## config.mk

```make
export PLATFORM = sky130hd
export DESIGN_NAME = jtframe_dwnld_fifo
export DESIGN_NICKNAME = d
export VERILOG_FILES = /design/src/rtl/jtframe_dwnld_pkg.sv /design/src/rtl/jtframe_dwnld_fifo_mem.sv /design/src/rtl/jtframe_dwnld_fifo.sv
export SDC_FILE = /design/constraint.sdc
export NUM_CORES = 1
export LEC_CHECK = 0
export ABC_AREA = 1
export BUFFER_PORTS_ARGS = -buffer_cell sky130_fd_sc_hd__buf_2
export CAP_MARGIN = 20
export CORE_MARGIN = 8
export CORE_UTILIZATION = 46
export CTS_CLUSTER_DIAMETER = 80
export CTS_CLUSTER_SIZE = 12
export DETAILED_ROUTE_END_ITERATION = 8
export GPL_TIMING_DRIVEN = 1
export PLACE_DENSITY = 0.73
export SLEW_MARGIN = 20
export SYNTH_ARGS = -nofsm -noshare
export SYNTH_HDL_FRONTEND = slang
export SYNTH_HIERARCHICAL = 1
export SYNTH_SLANG_ARGS = --single-unit
```

## constraint.sdc

```tcl
create_clock -name clk -period 3.2 [get_ports clk]
set_input_delay 0.48 -clock clk [delete_from_list [all_inputs] [get_ports clk]]
set_output_delay 0.48 -clock clk [all_outputs]
set_load 0.05 [all_outputs]
```

## src/rtl/jtframe_dwnld_pkg.sv

```systemverilog
// jtframe_dwnld_pkg
// Shared definitions for the ROM-download FIFO:
//   - dwnld_state_t : issue FSM states (IDLE, WRITE, GAP)
//   - MASK_LO/MASK_HI : SDRAM byte masks (1 = byte masked)
//   - BANK_UNUSED : bank start address that leaves a bank unmapped
package jtframe_dwnld_pkg;

  typedef enum logic [1:0] {
    IDLE  = 2'd0,
    WRITE = 2'd1,
    GAP   = 2'd2
  } dwnld_state_t;

  // Even bytes land in the low half, so the high half is masked
  localparam logic [1:0] MASK_LO = 2'b10;
  localparam logic [1:0] MASK_HI = 2'b01;

  localparam logic [24:0] BANK_UNUSED = 25'h1FF_FFFF;

endpackage

```

## src/rtl/jtframe_dwnld_fifo_mem.sv

```systemverilog
// jtframe_dwnld_fifo_mem
// Circular-buffer FIFO with extra-MSB pointers, used to queue SDRAM writes.
// Ports:
//   clk, rst   : clock and asynchronous active-high reset (pointers only)
//   push, din  : enqueue request and data; honoured when not full or when
//                a pop happens in the same cycle
//   pop, dout  : dequeue request; dout always shows the head entry
//   full, empty: occupancy flags
module jtframe_dwnld_fifo_mem #(
  parameter int DEPTH = 4,
  parameter int W     = 40
) (
  input  logic         clk,
  input  logic         rst,
  input  logic         push,
  input  logic         pop,
  input  logic [W-1:0] din,
  output logic [W-1:0] dout,
  output logic         full,
  output logic         empty
);

  localparam int PW = $clog2(DEPTH);

  logic [PW:0]  wr_ptr, rd_ptr;
  logic [W-1:0] mem [DEPTH];
  logic         do_push, do_pop;

  assign empty = (wr_ptr == rd_ptr);
  assign full  = (wr_ptr[PW] != rd_ptr[PW]) &&
                 (wr_ptr[PW-1:0] == rd_ptr[PW-1:0]);

  // A full FIFO still accepts a push when the head leaves in the same cycle
  assign do_push = push && (!full || pop);
  assign do_pop  = pop && !empty;

  assign dout = mem[rd_ptr[PW-1:0]];

  always_ff @(posedge clk) begin
    if (do_push) mem[wr_ptr[PW-1:0]] <= din;
  end

  always_ff @(posedge clk or posedge rst) begin
    if (rst) begin
      wr_ptr <= '0;
      rd_ptr <= '0;
    end else begin
      if (do_push) wr_ptr <= wr_ptr + {{PW{1'b0}}, 1'b1};
      if (do_pop)  rd_ptr <= rd_ptr + {{PW{1'b0}}, 1'b1};
    end
  end

endmodule

```

## src/rtl/jtframe_dwnld_fifo.sv

```systemverilog
// jtframe_dwnld_fifo
// ROM-download buffer between the ioctl byte stream and the SDRAM
// programming port. Each ioctl byte becomes a byte-masked 16-bit write,
// queued so the SDRAM can stall, and issued with a prog_we/prog_rdy handshake.
// Ports:
//   clk, rst                          : clock, async active-high reset
//   downloading                       : ROM transfer in progress
//   ioctl_addr/ioctl_dout/ioctl_wr    : incoming byte stream
//   prog_addr/data/mask/ba, prog_we   : registered SDRAM write request
//   prog_rdy                          : one-cycle completion from SDRAM
//   dwnld_busy                        : transfer or queued writes pending
//   overflow                          : sticky, a byte was dropped
module jtframe_dwnld_fifo
  import jtframe_dwnld_pkg::*;
#(
  parameter int          AW        = 22,
  parameter int          DEPTH     = 4,
  parameter logic [24:0] BA1_START = BANK_UNUSED,
  parameter logic [24:0] BA2_START = BANK_UNUSED,
  parameter logic [24:0] BA3_START = BANK_UNUSED
) (
  input  logic          clk,
  input  logic          rst,
  input  logic          downloading,
  input  logic [24:0]   ioctl_addr,
  input  logic [7:0]    ioctl_dout,
  input  logic          ioctl_wr,
  output logic [AW-1:0] prog_addr,
  output logic [15:0]   prog_data,
  output logic [1:0]    prog_mask,
  output logic [1:0]    prog_ba,
  output logic          prog_we,
  input  logic          prog_rdy,
  output logic          dwnld_busy,
  output logic          overflow
);

  localparam int EW = AW + 20;

  dwnld_state_t  state;
  logic [1:0]    push_ba;
  logic [24:0]   bank_start;
  logic [AW-1:0] word_addr;
  logic [1:0]    push_mask;
  logic [EW-1:0] push_entry, head;
  logic          fifo_full, fifo_empty, pop;
  logic          downloading_l, busy_cond, busy_pend;

  // Highest matching region wins; bank 0 starts at address zero
  always_comb begin
    push_ba    = 2'd0;
    bank_start = 25'd0;
    if (ioctl_addr >= BA3_START) begin
      push_ba    = 2'd3;
      bank_start = BA3_START;
    end else if (ioctl_addr >= BA2_START) begin
      push_ba    = 2'd2;
      bank_start = BA2_START;
    end else if (ioctl_addr >= BA1_START) begin
      push_ba    = 2'd1;
      bank_start = BA1_START;
    end
  end

  assign word_addr  = AW'((ioctl_addr - bank_start) >> 1);
  assign push_mask  = ioctl_addr[0] ? MASK_HI : MASK_LO;
  assign push_entry = {push_ba, push_mask, ioctl_dout, ioctl_dout, word_addr};

  // The head leaves the queue only when the controller acknowledges it
  assign pop = (state == WRITE) && prog_rdy;

  jtframe_dwnld_fifo_mem #(
    .DEPTH (DEPTH),
    .W     (EW)
  ) u_mem (
    .clk   (clk),
    .rst   (rst),
    .push  (ioctl_wr),
    .pop   (pop),
    .din   (push_entry),
    .dout  (head),
    .full  (fifo_full),
    .empty (fifo_empty)
  );

  // Issue FSM: the head is copied into the output registers and held until
  // prog_rdy, then a one-cycle gap keeps prog_we low between writes
  always_ff @(posedge clk or posedge rst) begin
    if (rst) begin
      state     <= IDLE;
      prog_we   <= 1'b0;
      prog_addr <= '0;
      prog_data <= 16'd0;
      prog_mask <= 2'b11;
      prog_ba   <= 2'd0;
    end else begin
      case (state)
        IDLE: begin
          if (!fifo_empty) begin
            prog_addr <= head[AW-1:0];
            prog_data <= head[AW+15:AW];
            prog_mask <= head[AW+17:AW+16];
            prog_ba   <= head[AW+19:AW+18];
            prog_we   <= 1'b1;
            state     <= WRITE;
          end
        end
        WRITE: begin
          if (prog_rdy) begin
            prog_we <= 1'b0;
            state   <= GAP;
          end
        end
        GAP:     state <= IDLE;
        default: state <= IDLE;
      endcase
    end
  end

  assign busy_cond = downloading || !fifo_empty || (state != IDLE);

  // busy_pend stretches the falling edge of dwnld_busy by one extra cycle
  // while the rising edge still follows downloading after a single cycle
  always_ff @(posedge clk or posedge rst) begin
    if (rst) begin
      overflow      <= 1'b0;
      downloading_l <= 1'b0;
      busy_pend     <= 1'b0;
      dwnld_busy    <= 1'b0;
    end else begin
      downloading_l <= downloading;
      busy_pend     <= busy_cond;
      dwnld_busy    <= busy_cond || busy_pend;
      if (ioctl_wr && fifo_full && !pop)
        overflow <= 1'b1;
      else if (downloading && !downloading_l)
        overflow <= 1'b0;
    end
  end

endmodule

```

# Yosys cells after proc, flatten, opt, wreduce, memory -nomap -nowiden
# Memories as Yosys holds them, arrays and structs flattened. A register that Yosys moved wholly into a read port is not among the register bits.
# Index checks and enable logic that the tools add are counted.
# word_totals
ff_bits	13
inputBits	38
word_cells	55
mem_bits_rw	168
memories	1
out_inout_bits	45
# memory_table
name	words	word_bits	read_ports	rd_clocked_by_memory_dff	wr	line	text
u_mem.mem	4	42	1	1	1	jtframe_dwnld_fifo_mem.sv:26	logic [W-1:0] mem [DEPTH];
# classes
magnitude_cmp	1
n_reduce_logical	22
n_mux	13
eq_ne	6
bitwise_logic	1
n_addsub	3
# ops
op	n
$ge 25x25->1 const B	1
$mux 23	1
$sub 23x23->23	1
$mux 2	4
$logic_and 1x1->1	7
$add 3x1->3 const B	2
$mux 1	6
$reduce_bool 2->1	3
$logic_not 1->1	4
$logic_or 1x1->1	4
$ne 2x2->1 const B	2
$pmux 2 s2	1
$reduce_and 2->1	2
$eq 3x3->1	1
$reduce_and 3->1	1
$eq 2x1->1 const B	1
$eq 2x2->1	1
$logic_not 2->1	1
$pmux 1 s2	1
$ne 1x1->1	1
$not 1->1	1

# Depth between registers and ports, before layout
# logic_depth
depth_word	7
ltp_mapped	14

# By module
# The synthesis kept the hierarchy.
# modules_own_cells
module	cells_per_inst	seq_area_each_um2	area_per_inst_um2	n_inst
jtframe_dwnld_fifo_mem	468	5195.0	6698.9	1
jtframe_dwnld_fifo	466	1228.7	3583.4	1

# Worst setup path before layout
# OpenSTA, ideal clock, no wires.
# synth_timing
kind	input to register
startpoint	in ioctl_addr[19]
endpoint	mem u_mem/mem[0][11] (netlist name) (data pin)
required_time_ns	2.929
path_slack_ns	0.378
arrival_ns	2.551
setup_ns	0.271
path_stages	13
path_cell_list	nand2_1 -> nor4_1 -> nand3_1 -> inv_1 -> fa_1 -> inv_1 -> nand3_1 -> nand3_1 -> nand2_1 -> nand2_2 -> nand2_1 -> nand2_1 -> xor2_1
# synth_via
elab_chain_cells	3
# synth_rtl
item	line	text
start: declaration	jtframe_dwnld_fifo.sv:25	input logic [24:0] ioctl_addr,
$ge 25x25->1	jtframe_dwnld_fifo.sv:53, jtframe_dwnld_fifo.sv:56, jtframe_dwnld_fifo.sv:59	
$mux 23	jtframe_dwnld_fifo.sv:53	if (ioctl_addr >= BA3_START) begin
net bank_start[0]	jtframe_dwnld_fifo.sv:42	logic [24:0] bank_start;
$sub 23x23->23	jtframe_dwnld_fifo.sv:65	assign word_addr = AW'((ioctl_addr - bank_start) >> 1);
net push_entry[11]	jtframe_dwnld_fifo.sv:45	logic [EW-1:0] push_entry, head;
end: declaration	jtframe_dwnld_fifo_mem.sv:26	
# The timed path passes the listed nets, and every way through them passes these cells.

# Worst setup path after layout
# layout_timing
startpoint	in ioctl_addr[19]
endpoint	mem u_mem/mem[1][9] (netlist name) (data pin)
# layout_via
elab_chain_cells	3
# layout_rtl
item	line
$ge 25x25->1	jtframe_dwnld_fifo.sv:53, jtframe_dwnld_fifo.sv:56, jtframe_dwnld_fifo.sv:59
$mux 23	jtframe_dwnld_fifo.sv:53
$sub 23x23->23	jtframe_dwnld_fifo.sv:65
net push_entry[9]	jtframe_dwnld_fifo.sv:45
# The timed path passes the listed nets, and every way through them passes these cells.

==> flow_summary.rst <==
.. list-table::
   :header-rows: 1

   * - Metric
     - Value
   * - Result of the run
     - finished clean
   * - Count of endpoints failing hold in the final timing report
     - 0
   * - Final worst path period share
     - about 76%
   * - Share of the synthesized area in compound gates (AO/OA/AOI/OAI)
     - about 7.3%
   * - Remaining Overflow, GRT
     - 0
   * - CTS tree
     - done
   * - I/O pin total
     - between 80 and 90
   * - Cell count after placement
     - 1,280
   * - Initial core utilization
     - 47.0%
   * - Cell chosen for the clock root
     - sky130_fd_sc_hd__clkbuf_16
   * - Min-Delay Path Class
     - in2reg
   * - Antenna violations before repair
     - 0
   * - Final-report max-slew violation count
     - 0
   * - Worst Path Class, Setup
     - in2reg
   * - Source-to-sink clock delay at the later pin of the worst-skew pair
     - approximately 0.50 ns
   * - Vertical die dimension
     - ~170 µm
   * - Post-synthesis share of cell area spent on and, or, nand and nor gates
     - about 15%
   * - Critical path data required time
     - about 3.5 ns
   * - Buffer levels on the longest clock path
     - 3
   * - Total Routed Length
     - ~22,000 µm
   * - Max frequency
     - 413 MHz
   * - Largest area contributor in the netlist
     - sky130_fd_sc_hd__edfxtp_1
   * - Proportion of synthesized flip-flops having asynchronous set or reset
     - 24.7%
   * - Placed cell areas
     - 0.0110 mm²
   * - Xor and xnor area share after synthesis
     - roughly 1.4%
   * - Placed wire-length estimate after detailed placement
     - approximately 14,000 µm
   * - Logic depth of the worst register-to-register path
     - 7
   * - Aggregate global-route resource usage
     - between 15 and 20%
   * - Final Critical Period
     - ~2.4 ns
   * - 1st-pass router iterations
     - 4
   * - Die W
     - ~170 µm
   * - Final setup skew
     - between 0.01 and 0.015 ns
   * - Post-Synthesis Mean Instance Area
     - about 11 µm²
   * - Hold WS
     - between 0.1 and 0.15 ns
   * - # clock sinks
     - roughly 220
   * - Final instance count without filler cells
     - 1,321
   * - Post-synthesis to final-layout area growth
     - 13.4%
   * - Number of buffers added by the clock tree synthesis step
     - 22
   * - Area of the die
     - 0.0274 mm²
   * - Number of nets with antenna violations after detailed routing
     - 0
   * - Number of remaining DRC errors
     - 0
   * - Max capacitance violation total
     - 0
   * - Vias
     - 6,902
   * - Leading cell type in the layout, fill and taps excluded
     - sky130_fd_sc_hd__nand2_1
   * - Cell count after synthesis
     - between 900 and 1,000
   * - Post-synthesis cell area
     - a little over 0.01 mm²
   * - Post-Synthesis Net Count
     - 999
   * - Synth Register Bits
     - 223
   * - Yosys top cell area share
     - slightly below 50%
   * - Share of the yosys chip area belonging to registers
     - a little over three fifths
   * - Vias in the first global route
     - slightly below 7,000
   * - Synth cell types
     - 38
   * - Number of standard-cell rows in the floorplan
     - between 50 and 60
   * - Detail-routed net length per standard cell
     - about 16 µm
   * - Highest fanout seen on the critical path
     - 22
   * - Share of final-layout standard cells stronger than drive strength 1
     - just under 20%
   * - Min-Delay Path Depth
     - 1
   * - First-pass GRT wire length
     - between 30,000 and 40,000 µm
   * - Final worst setup slack
     - ~0.8 ns
   * - Setup-violating endpoint count in the final report
     - 0
   * - Adder and majority cell fraction of the synthesized area
     - 3.36%
   * - Number of buffers inserted to repair setup after CTS
     - 0
   * - Top cells by area, synth
     - sky130_fd_sc_hd__edfxtp_1 49%, sky130_fd_sc_hd__dfrtp_1 13%, sky130_fd_sc_hd__nand2_1 6.3%
   * - Slew of the pin with the lowest slew margin
     - 0.687 ns
   * - Core area
     - around 0.022 mm²
   * - Final total power
     - 11.0 mW
   * - Post-CTS clock slew at the launch and capture registers of the worst setup and hold paths
     - 0.06 ns
   * - Worst setup SP type
     - primary input
   * - Unrepaired setup endpoints after global routing
     - no
   * - Number of synthesized flops with an enable pin
     - roughly 170
   * - Worst setup timing slack at the placement stage
     - ~0.26 ns
   * - Static leakage power
     - between 4 and 5 nW
   * - RePlAce Congestion
     - approximately 0.9
   * - Critical path endpoint category
     - flop
   * - Most used cells in the layout excluding fill and tap cells
     - 173 x sky130_fd_sc_hd__nand2_1, 168 x sky130_fd_sc_hd__edfxtp_1, 112 x sky130_fd_sc_hd__nor2_1
   * - Share of the core filled with cells in the final layout
     - 53.3%
   * - Combinational family with the most area after synthesis
     - simple AND/OR/NAND/NOR gates
   * - Final total negative setup slack
     - 0 ns
   * - Final instance area
     - 0.0117 mm²
   * - DRC violation total after the first TritonRoute iteration
     - about 450
   * - Number of nets at the end of the flow
     - between 1,000 and 1,500
   * - Share of cell area taken by muxes after synthesis
     - 4.60%
   * - Max rail drop VDD
     - ~0.45 mV
   * - Leading register cell type out of synthesis
     - sky130_fd_sc_hd__edfxtp_1
   * - Total power divided by cell area
     - about 940 mW/mm²
   * - Port Buf Inserts
     - 82
   * - Antenna cell count
     - 0
   * - Slew HR
     - between 50% and 60%
   * - Synthesis warning total
     - 6
   * - CTS H-tree depth
     - 1
   * - Largest net degree at the start of global routing
     - around 60
   * - Critical path data arrival time
     - 2.70 ns
   * - Detailed-route vias per instance
     - roughly 5.2
## final timing paths
check	startpoint	slack, ns	endpoint
hold / removal	downloading	0.11	downloading_l
setup / recovery	ioctl_addr[19]	0.78	u_mem/mem[1][9]
max in group asynchronous	rst	1.85	prog_mask[0]
hold reg to reg	busy_pend	0.43	dwnld_busy
setup reg to reg	u_mem/rd_ptr[0]	0.82	prog_data[14]
min in group asynchronous	rst	0.48	u_mem/wr_ptr[2]
## metal layers
| layer | GRT usage (%) | up-vias | routed length (µm) |
|---|---|---|---|
| li1 | - | 3375 | - |
| met2 | 27.3 | 179 | 10400 |
| met1 | 20.9 | 3319 | 9650 |
| met5 | 0 | - | 0 |
| met3 | 2.03 | 29 | 1130 |
| met4 | 3.90 | 0 | 366 |
## synthesized netlist by cell type, drive strengths merged, types with 2 or more instances
master  number
clkbuf      10
nand4       11
nand2      184
dfstp        2
buf         21
xor2        12
inv         93
edfxtp     168
clkinv       2
nand3       34
nor2       126
a21oi       10
nand3b       2
xnor2        3
o21ai       86
o22ai       42
mux2        42
dfrtp       53
ha          26
## registers in the layout, summed over array words and instances (netlist names), 2 cells and up
name,flops
prog_data,16
prog_mask,2
u_mem/rd_ptr,3
prog_addr,22
state,2
prog_ba,2
u_mem/wr_ptr,3
u_mem/mem,168
## logic make-up after synthesis
family,count (synthesis)
AOI/OAI and AO/OA,139
xor gates and xnor gates,15
adders and majority gates,27
buffers and inverters,126
DFF,223
muxes,42
other,1
and+or+nand+nor,361
## report_power, final
part / switching (mW) / internal [mW]
clock: 0.984 / 1.34
sequential: 0.340 / 4.01
combinational: 2.94 / 1.36
## area by class of cell
class | instances | area (µm²)
fill | 1893 | 10200
sequential | 223 | 6420
multi-input combinational | 585 | 3290
clock buffer | 39 | 636
timing repair buffer | 98 | 596
inverter | 95 | 358
tap | 280 | 350
clock inverter | 1 | 6.26
## critical path, cell delays in order
cell and delay, ns:
sky130_fd_sc_hd__buf_2 0.12, sky130_fd_sc_hd__nand2_1 0.06, sky130_fd_sc_hd__nor4_1 0.31, sky130_fd_sc_hd__nand3_1 0.18
sky130_fd_sc_hd__buf_12 0.20, sky130_fd_sc_hd__ha_1 0.38, sky130_fd_sc_hd__nand2_1 0.10, sky130_fd_sc_hd__inv_1 0.10
sky130_fd_sc_hd__nand2_1 0.06, sky130_fd_sc_hd__nand2_1 0.08, sky130_fd_sc_hd__inv_1 0.05, sky130_fd_sc_hd__nand2_2 0.12
sky130_fd_sc_hd__nand2_1 0.06, sky130_fd_sc_hd__nand2_1 0.07, sky130_fd_sc_hd__xor2_1 0.32
## timing repair
| action | CTS | global route |
|---|---|---|
| endpoints found under the hold margin | 22 | 0 |
| hold buffers | 1 | 0 |
| resized for setup | 0 | 0 |
Power figures use the tool's default switching activity.
